--- config.mk ---
export PLATFORM = sky130hd
export DESIGN_NAME = dac_sample_scheduler_flat
export DESIGN_NICKNAME = d
export VERILOG_FILES = /design/src/rtl/dac_sample_scheduler_if.sv /design/src/rtl/dac_sample_scheduler.sv /design/src/flat_wrapper.sv
export SDC_FILE = /design/constraint.sdc
export NUM_CORES = 1
export LEC_CHECK = 0
export ABC_AREA = 1
export ABC_CLOCK_PERIOD_IN_PS = 2500
export CAP_MARGIN = 20
export CORE_MARGIN = 3
export CORE_UTILIZATION = 50
export DETAILED_ROUTE_END_ITERATION = 6
export PLACE_DENSITY = 0.83
export SYNTH_ARGS = -nofsm -noshare
export SYNTH_HDL_FRONTEND = slang
export SYNTH_SLANG_ARGS = --single-unit
export TNS_END_PERCENT = 100
--- constraint.sdc ---
create_clock -name clk_100MHz -period 2.5 [get_ports clk_100MHz]
set_clock_uncertainty 0.05 [all_clocks]
set_input_delay 0.5 -clock clk_100MHz [delete_from_list [all_inputs] [get_ports clk_100MHz]]
set_output_delay 0.5 -clock clk_100MHz [all_outputs]
set_load 0.03 [all_outputs]
--- src/rtl/dac_sample_scheduler_if.sv ---
// dac_sample_scheduler_if
//   Sample-request and DAC-frame handshake bundle between the producers,
//   the scheduler and the SPI DAC serializer.
//   master : the scheduler (consumes requests, drives dac_start/dac_data)
//   slave  : the environment (producers + serializer)
//   Signals: req0/req1 valid/data/ready, dac_start, dac_data, dac_busy.
interface dac_sample_scheduler_if #(
    parameter int DATA_W = 12
);
    logic              req0_valid;
    logic [DATA_W-1:0] req0_data;
    logic              req0_ready;
    logic              req1_valid;
    logic [DATA_W-1:0] req1_data;
    logic              req1_ready;
    logic              dac_start;
    logic [DATA_W-1:0] dac_data;
    logic              dac_busy;

    modport master (
        input  req0_valid, req0_data, req1_valid, req1_data, dac_busy,
        output req0_ready, req1_ready, dac_start, dac_data
    );

    modport slave (
        output req0_valid, req0_data, req1_valid, req1_data, dac_busy,
        input  req0_ready, req1_ready, dac_start, dac_data
    );
endinterface

--- src/rtl/dac_sample_scheduler.sv ---
// dac_sample_scheduler
//   Paced two-requester scheduler in front of the SPI DAC serializer.
//   A rate divider produces the sample tick; on a tick with the serializer
//   idle, one requester is granted round-robin, its sample is latched and
//   a single-cycle dac_start launches the frame. The busy handshake is
//   supervised: a lost tick with pending data flags overrun, a serializer
//   that never raises busy flags fault.
// Ports:
//   clk_100MHz, rst     : clock, async active-high reset
//   enable, rate_div    : divider run / period (rate_div+1 cycles)
//   bus (master)        : request handshakes and DAC frame interface
//   grant_id            : requester of the last accepted sample
//   overrun, fault      : sticky status flags, cleared by flags_clr
module dac_sample_scheduler #(
    parameter int DATA_W  = 12,
    parameter int DIV_W   = 16,
    parameter int TIMEOUT = 255
) (
    input  logic                 clk_100MHz,
    input  logic                 rst,
    input  logic                 enable,
    input  logic [DIV_W-1:0]     rate_div,
    dac_sample_scheduler_if.master bus,
    output logic                 grant_id,
    output logic                 overrun,
    output logic                 fault,
    input  logic                 flags_clr
);
    localparam int TW = (TIMEOUT > 1) ? $clog2(TIMEOUT + 1) : 1;

    typedef enum logic [1:0] {IDLE, LAUNCH, WAIT_BUSY, WAIT_DONE} state_t;

    state_t            state, state_n;
    logic [DIV_W-1:0]  cnt;
    logic [TW-1:0]     tcnt;
    logic              tick;
    logic              any_valid;
    logic              accept;
    logic              win;
    logic              timeout_hit;
    logic              ovr_set;
    logic              dac_start_q;
    logic [DATA_W-1:0] dac_data_q;

    // Divider: equality compare only, so a cnt above a freshly lowered
    // rate_div runs on to the natural wrap before matching again.
    assign tick = enable && (cnt == rate_div);

    always_ff @(posedge clk_100MHz or posedge rst) begin
        if (rst)          cnt <= '0;
        else if (!enable) cnt <= '0;
        else if (tick)    cnt <= '0;
        else              cnt <= cnt + DIV_W'(1);
    end

    assign any_valid = bus.req0_valid || bus.req1_valid;

    // Preferred requester is the one not granted last; fall back to the other.
    always_comb begin
        win = ~grant_id;
        if (grant_id == 1'b1) win = bus.req0_valid ? 1'b0 : 1'b1;
        else                  win = bus.req1_valid ? 1'b1 : 1'b0;
    end

    always_ff @(posedge clk_100MHz or posedge rst) begin
        if (rst) state <= IDLE;
        else     state <= state_n;
    end

    always_comb begin
        state_n     = state;
        accept      = 1'b0;
        timeout_hit = 1'b0;
        case (state)
            IDLE: begin
                if (tick && !bus.dac_busy && any_valid) begin
                    accept  = 1'b1;
                    state_n = LAUNCH;
                end
            end
            LAUNCH: state_n = WAIT_BUSY;
            WAIT_BUSY: begin
                if (bus.dac_busy) begin
                    state_n = WAIT_DONE;
                end else if (tcnt == TW'(TIMEOUT - 1)) begin
                    // This cycle's increment reaches TIMEOUT.
                    timeout_hit = 1'b1;
                    state_n     = IDLE;
                end
            end
            WAIT_DONE: begin
                if (!bus.dac_busy) state_n = IDLE;
            end
            default: state_n = IDLE;
        endcase
    end

    always_ff @(posedge clk_100MHz or posedge rst) begin
        if (rst)                                      tcnt <= '0;
        else if (state == LAUNCH)                     tcnt <= '0;
        else if (state == WAIT_BUSY && !bus.dac_busy) tcnt <= tcnt + TW'(1);
    end

    assign bus.req0_ready = accept && (win == 1'b0);
    assign bus.req1_ready = accept && (win == 1'b1);

    always_ff @(posedge clk_100MHz or posedge rst) begin
        if (rst) begin
            dac_start_q <= 1'b0;
            dac_data_q  <= '0;
            grant_id    <= 1'b1;
        end else begin
            dac_start_q <= accept;
            if (accept) begin
                dac_data_q <= win ? bus.req1_data : bus.req0_data;
                grant_id   <= win;
            end
        end
    end

    assign bus.dac_start = dac_start_q;
    assign bus.dac_data  = dac_data_q;

    // A tick that finds data waiting but cannot accept is a lost sample.
    assign ovr_set = tick && any_valid && (state != IDLE || bus.dac_busy);

    // Set has priority over clear for both sticky flags.
    always_ff @(posedge clk_100MHz or posedge rst) begin
        if (rst) begin
            overrun <= 1'b0;
            fault   <= 1'b0;
        end else begin
            if (ovr_set)        overrun <= 1'b1;
            else if (flags_clr) overrun <= 1'b0;
            if (timeout_hit)    fault <= 1'b1;
            else if (flags_clr) fault <= 1'b0;
        end
    end
endmodule
--- src/flat_wrapper.sv ---
// flat-port wrapper written by rule: the top's interface ports become plain ports
module dac_sample_scheduler_flat 
#(
    parameter int DATA_W  = 12,
    parameter int DIV_W   = 16,
    parameter int TIMEOUT = 255
)
  (clk_100MHz, rst, enable, rate_div, grant_id, overrun, fault, flags_clr, bus_req0_valid, bus_req0_data, bus_req1_valid, bus_req1_data, bus_dac_busy, bus_req0_ready, bus_req1_ready, bus_dac_start, bus_dac_data);
  dac_sample_scheduler_if #(.DATA_W(DATA_W)) bus_i ();
  input  logic clk_100MHz;
  input  logic rst;
  input  logic enable;
  input  logic [DIV_W-1:0] rate_div;
  output logic grant_id;
  output logic overrun;
  output logic fault;
  input  logic flags_clr;
  input wire logic [$bits(bus_i.req0_valid)-1:0] bus_req0_valid;
  input wire logic [$bits(bus_i.req0_data)-1:0] bus_req0_data;
  input wire logic [$bits(bus_i.req1_valid)-1:0] bus_req1_valid;
  input wire logic [$bits(bus_i.req1_data)-1:0] bus_req1_data;
  input wire logic [$bits(bus_i.dac_busy)-1:0] bus_dac_busy;
  output wire logic [$bits(bus_i.req0_ready)-1:0] bus_req0_ready;
  output wire logic [$bits(bus_i.req1_ready)-1:0] bus_req1_ready;
  output wire logic [$bits(bus_i.dac_start)-1:0] bus_dac_start;
  output wire logic [$bits(bus_i.dac_data)-1:0] bus_dac_data;
  assign bus_i.req0_valid = bus_req0_valid;
  assign bus_i.req0_data = bus_req0_data;
  assign bus_i.req1_valid = bus_req1_valid;
  assign bus_i.req1_data = bus_req1_data;
  assign bus_i.dac_busy = bus_dac_busy;
  assign bus_req0_ready = bus_i.req0_ready;
  assign bus_req1_ready = bus_i.req1_ready;
  assign bus_dac_start = bus_i.dac_start;
  assign bus_dac_data = bus_i.dac_data;
  dac_sample_scheduler #(.DATA_W(DATA_W), .DIV_W(DIV_W), .TIMEOUT(TIMEOUT)) u_core (.clk_100MHz(clk_100MHz), .rst(rst), .enable(enable), .rate_div(rate_div), .bus(bus_i), .grant_id(grant_id), .overrun(overrun), .fault(fault), .flags_clr(flags_clr));
endmodule
### Yosys cells after proc, flatten, opt, wreduce, memory -nomap -nowiden

Index checks and enable logic that the tools add are counted.

| storage, ports and cells | value |
|---|---|
| register bits | 42 |
| input port bits | 47 |
| logic and storage cells | 57 |

| operators by class | value |
|---|---|
| add/subtract/negate cells | 2 |
| equality and inequality tests | 8 |
| muxes and demuxes | 21 |
| bitwise operators | 1 |
| reduce and logical (&&, ||, !) cells | 17 |

Operators with widths:

| operator | number |
|---|---|
| $mux W16 | 2 |
| $add A16 B1 Y16 const B | 1 |
| $eq A16 B16 Y1 | 1 |
| $mux W8 | 2 |
| $mux W12 | 1 |
| $mux W1 | 11 |
| $add A8 B1 Y8 const B | 1 |
| $eq A8 B8 Y1 const B | 1 |
| $logic_and A1 B1 Y1 | 8 |
| $mux W2 | 4 |
| $pmux W2 S4 | 1 |
| $reduce_bool A2 Y1 | 4 |
| $eq A2 B2 Y1 const B | 2 |
| $ne A3 B2 Y1 const B | 1 |
| $reduce_and A3 Y1 | 1 |
| $eq A2 B1 Y1 const B | 1 |
| $logic_not A2 Y1 | 1 |
| $logic_or A1 B1 Y1 | 2 |
| $ne A2 B1 Y1 const B | 1 |
| $ne A2 B2 Y1 const B | 1 |
| $logic_not A1 Y1 | 1 |
| $not A1 Y1 | 1 |

### Longest topological paths before layout

| logic depth | value |
|---|---|
| depth after elaboration | 7 |
| depth in mapped cells | 13 |
| depth with buffers taken out | 12 |

### Least setup slack after synthesis

Ideal clock, no wire load.

| timing | value |
|---|---|
| path kind | register to output |
| start point | register u_core.grant_id |
| end point | output bus_req1_ready |
| arrival | 1.792 ns |
| required time | 1.950 ns |
| path slack | 0.158 ns |
| cell stages (with the launch flop) | 6 |
| buffers on the path | 1 |
| path through | dfstp_2 > inv_1 > o21ai_0 > inv_1 > clkbuf_1 > nor2_1 |

| between the ends | value |
|---|---|
| cells in the longest elaborated chain, start to end | 2 |

Ends and longest elaborated chain:

| what | line | text |
|---|---|---|
| from (decl) | dac_sample_scheduler.sv:24 | `output logic grant_id,` |
| from (signal assigned) | dac_sample_scheduler.sv:116 | `grant_id <= win;` |
| $mux W1 | dac_sample_scheduler.sv:61 | `if (grant_id == 1'b1) win = bus.req0_valid ? 1'b0 : 1'b1;` |
| $logic_and A1 B1 Y1 | dac_sample_scheduler.sv:105 | `assign bus.req1_ready = accept && (win == 1'b1);` |
| to (decl) | flat_wrapper.sv:24 | `output wire logic [$bits(bus_i.req1_ready)-1:0] bus_req1_ready;` |

Every way passes these cells.

### Final worst setup path

| timing | value |
|---|---|
| start point | input rate_div[8] |
| end point | output bus_req1_ready |

| between the ends | value |
|---|---|
| cells in the longest elaborated chain, start to end | 7 |

Ends and longest elaborated chain:

| what | line | text |
|---|---|---|
| from (decl) | flat_wrapper.sv:13 | `input logic [DIV_W-1:0] rate_div;` |
| $eq A16 B16 Y1 | dac_sample_scheduler.sv:47 | `assign tick = enable && (cnt == rate_div);` |
| $logic_and A1 B1 Y1 | dac_sample_scheduler.sv:47 |  |
| $logic_and A1 B1 Y1 (2 in series) | dac_sample_scheduler.sv:76 | `if (tick && !bus.dac_busy && any_valid) begin` |
| $mux W1 | dac_sample_scheduler.sv:76 |  |
| $mux W1 | dac_sample_scheduler.sv:74 | `case (state)` |
| $logic_and A1 B1 Y1 | dac_sample_scheduler.sv:105 |  |

Every way passes these cells.

==> impl_metrics.csv <==
group,metric,value,unit
outcome,outcome,"finished clean",
logic_synthesis,yosys.area_share.simple,0.3647,
cts,cts_buffers,5,
logic_synthesis,synth_top_family_by_area,"simple AND/OR/NAND/NOR gates",
floorplanning,die-area,5819,um2
route,met2_length,2.739,mm
place,finalWeightedCongestion,0.9094,
cts,htree_levels,2,
sta,fmax,413.7,MHz
cts,clock_path_buffers,2,
logic_synthesis,synthArstFlopShare,1.000,
cts,cts-root-buf,"clkbuf_8",
power,powerDensity,497.6,nW/um2
worst_setup_path,crit_type,"in2out",
worst_setup_path,crit_chain,"clkdlybuf4s50_1 -> xnor2_1 -> nand4_1 -> nor2_4 -> nand3_4 -> nor2_2 -> buf_6",
min_path,hold_path_class,"reg2reg",
global_route,antenna_found_initial,0,
sta,fin_ws,0.08277,ns
route,firstDrtPassIters,5,
sta,hold_slack,0.4407,ns
sta,tightest_slew,0.5094,ns
route,wl_per_cell,11.54,um
power,p_comb_frac,0.173,
cts,path_clk_slew,0.08,ns
floorplanning,die_w,76.29,um
logic_synthesis,ys_top_cells_by_area,"dfrtp_1 (42%), nand2_1 (21%), inv_1 (9.3%)",
final_layout,final_util,0.7462,
logic_synthesis,synthXorXnorAreaFrac,0.03191,
cts,cts_hold_buf,0,
sta,setup-tns-final,0,ns
route,drc,0,
power,peakVddDrop,302.7,uV
floorplanning,initial_utilization,0.5411,
logic_synthesis,syn-instance-count,358,
logic_synthesis,seq_area_frac_synth,0.4260,
worst_setup_path,cp_max_fo,3,
logic_synthesis,synth_flop_cell,"dfrtp_1",
route,drtIter0Drc,140,
power,swShare,0.2602,
logic_synthesis,synth_edf_count,0,
sta,maxSlewHeadroom,0.6604,
logic_synthesis,synth_area,2470,um2
floorplanning,rows,24,
global_route,grt_pass1_wl,9.998,mm
sta,setup_violations,0,
place,hpwl,4.417,mm
global_route,globalRouteTotalUtil,0.2084,
worst_setup_path,critPathMaxStageDelay,0.48,ns
cts,clock_latency,0.30,ns
final_layout,antenna_cells,0,
logic_synthesis,synthTopCellsByCount,"nand2_1 (136), inv_1 (61), dfrtp_1 (41), nor2_1 (26), nand3_1 (25)",
logic_synthesis,ys_ff_latch,42,
sta,fin_crit,2.417,ns
route,wirelength_met1,2.481,mm
route,top_layer_used,"met4",
power,p_int,1254,uW
final_layout,fin_area,3406,um2
logic_synthesis,yosysMostFrequentCell,"nand2_1",
floorplanning,io_pins,65,
cts,cts_num_sinks,42,
logic_synthesis,synth-compound-area-share,0.04559,
power,p_leak,0.001854,uW
route,viasPerCell,4.871,
logic_synthesis,synth_top_cell_by_area,"dfrtp_1",
worst_setup_path,cp_data_arrival_time,1.87,ns
global_route,gr-total-overflow,0,
worst_setup_path,slowest_stage,"clkdlybuf4s50_1",
place,preCtsSetupSlack,-0.05577,ns
power,power_frac_seq,0.447,
logic_synthesis,synthMuxAreaShare,0,
logic_synthesis,synth_top_area_frac,0.4154,
power,p_clk_frac,0.380,
route,wl,5.803,mm
route,postRouteAntennaNets,0,
final_layout,nets,487,
final_layout,layout-drive-gt1-share,0.09817,
worst_setup_path,cp-start-kind,"primary input",
floorplanning,die_h,76.29,um
logic_synthesis,synth_cell_types,29,
global_route,grt_pass1_vias,2294,
place,placed_area,3219,um2
place,port_buffers,64,
logic_synthesis,synth_area_per_cell,6.899,um2
route,met3WireLength,509,um
worst_setup_path,worstPathRequired,1.95,ns
global_route,grt_max_degree,43,
logic_synthesis,synthAdderAreaFrac,0.01520,
logic_synthesis,synth_nets,408,
floorplanning,core,4564,um2
job,maxCapViolations,0,
sta,period_share,0.9669,
sta,hold_viol,0,
worst_setup_path,worstSetupEndpointType,"output port",
cts,cts_tree,"yes",
power,switchingPower,440.9,uW
route,via_count,2450,
sta,slew_violations,0,
logic_synthesis,yosysWarningCount,0,
final_layout,syn_to_final_growth,37.89,%
## registers in the layout, summed over array words and instances (netlist names)
signal	cells
u_core.bus.dac_data	12
u_core.overrun	1
u_core.tcnt	8
u_core.bus.dac_start	1
u_core.grant_id	1
u_core.cnt	16
u_core.fault	1
u_core.state	2
## per-stage QoR
step	power [uW]	std cells
final	1695	503
after global routing	1791	503
after CTS	1708	501
after detailed placement	1073	491
after global placement	1064	491
after floorplan	938.7	358
## logic make-up (layout without fill, tap and decap cells)
family,Yosys count,after routing
and+or+nand+nor,211,211
buffers and inverters,72,152
DFF,42,42
AOI/OAI and AO/OA,21,21
xor gates and xnor gates,9,9
adders and majority gates,3,3
## metal layers
metal,track usage,vias up
met5,0,-
met2,0.3418,82
met4,0.05616,0
met1,0.2637,1105
li1,-,1255
met3,0.06974,8
## cell type report
cell class	instances	area (um2)
Multi-Input combinational cell	244	1142
Inverter	67	252.7
Fill cell	369	1159
Timing Repair Buffer	77	735.7
Sequential cell	42	1056
Clock buffer	5	68.82
Clock inverter	3	68.82
Tap cell	65	81.33
## power groups by stage
stage	Clock, uW	Combinational [uW]	Sequential (uW)
finish	644	293	758
global route	679	345	767
CTS	652	298	758
detailed placement	0	302	771
global placement	0	294	770
floorplan	0	176	763
## worst max-delay path: cells and delay by family
kind,cells,cell delay (ns)
xor+xnor,1,0.12
buf+inv,2,0.62
simple gates,4,0.62
## worst paths after layout
check                          startpoint                      end  slack [ns]  depth (start not counted)
setup / recovery              rate_div[8]           bus_req1_ready        0.08                          7
hold / removal             u_core.tcnt[7]           u_core.tcnt[7]        0.44                          1
setup reg to reg            u_core.cnt[5]            u_core.cnt[3]        0.61                         12
hold reg to reg            u_core.tcnt[7]           u_core.tcnt[7]        0.44                          1
max in group asynchronous             rst            u_core.cnt[3]        1.46                          3
min in group asynchronous             rst  u_core.bus.dac_data[11]        0.57                          3
## repair_timing
item                                    in CTS  in global routing
buffers inserted                             2                  2
hold endpoints to repair                     0                  0
resized for setup                           15                 11
pin swaps                                   12                  7
endpoints found under the setup margin       2                  2
## cells in the final DEF, fill, tap and decap left out
| cell type | instances |
|---|---|
| clkinv_2 | 1 |
| inv_1 | 61 |
| clkinv_4 | 1 |
| nor2_4 | 2 |
| buf_6 | 2 |
| xnor2_1 | 5 |
| nand2_2 | 1 |
| buf_4 | 13 |
| xor2_1 | 4 |
| clkdlybuf4s50_1 | 46 |
| o21ai_0 | 12 |
| bufinv_16 | 2 |
| a21oi_1 | 3 |
| clkbuf_8 | 5 |
| o22ai_1 | 2 |
| nor2_2 | 3 |
| dlymetal6s2s_1 | 4 |
| or2_2 | 2 |
| nand3_1 | 25 |
| nand3_4 | 1 |
| nor4_1 | 1 |
| nand2_1 | 136 |
| dfrtp_2 | 3 |
| a31oi_1 | 1 |
| dfrtp_1 | 38 |
| dfstp_2 | 1 |
| inv_2 | 5 |
| ha_1 | 3 |
| o21ai_1 | 2 |
| dlygate4sd2_1 | 12 |
| nand4_1 | 9 |
| o32ai_1 | 1 |
| nor2_1 | 23 |
| nor3_1 | 7 |
| nor3_4 | 1 |
Power figures use the tool's default switching activity.
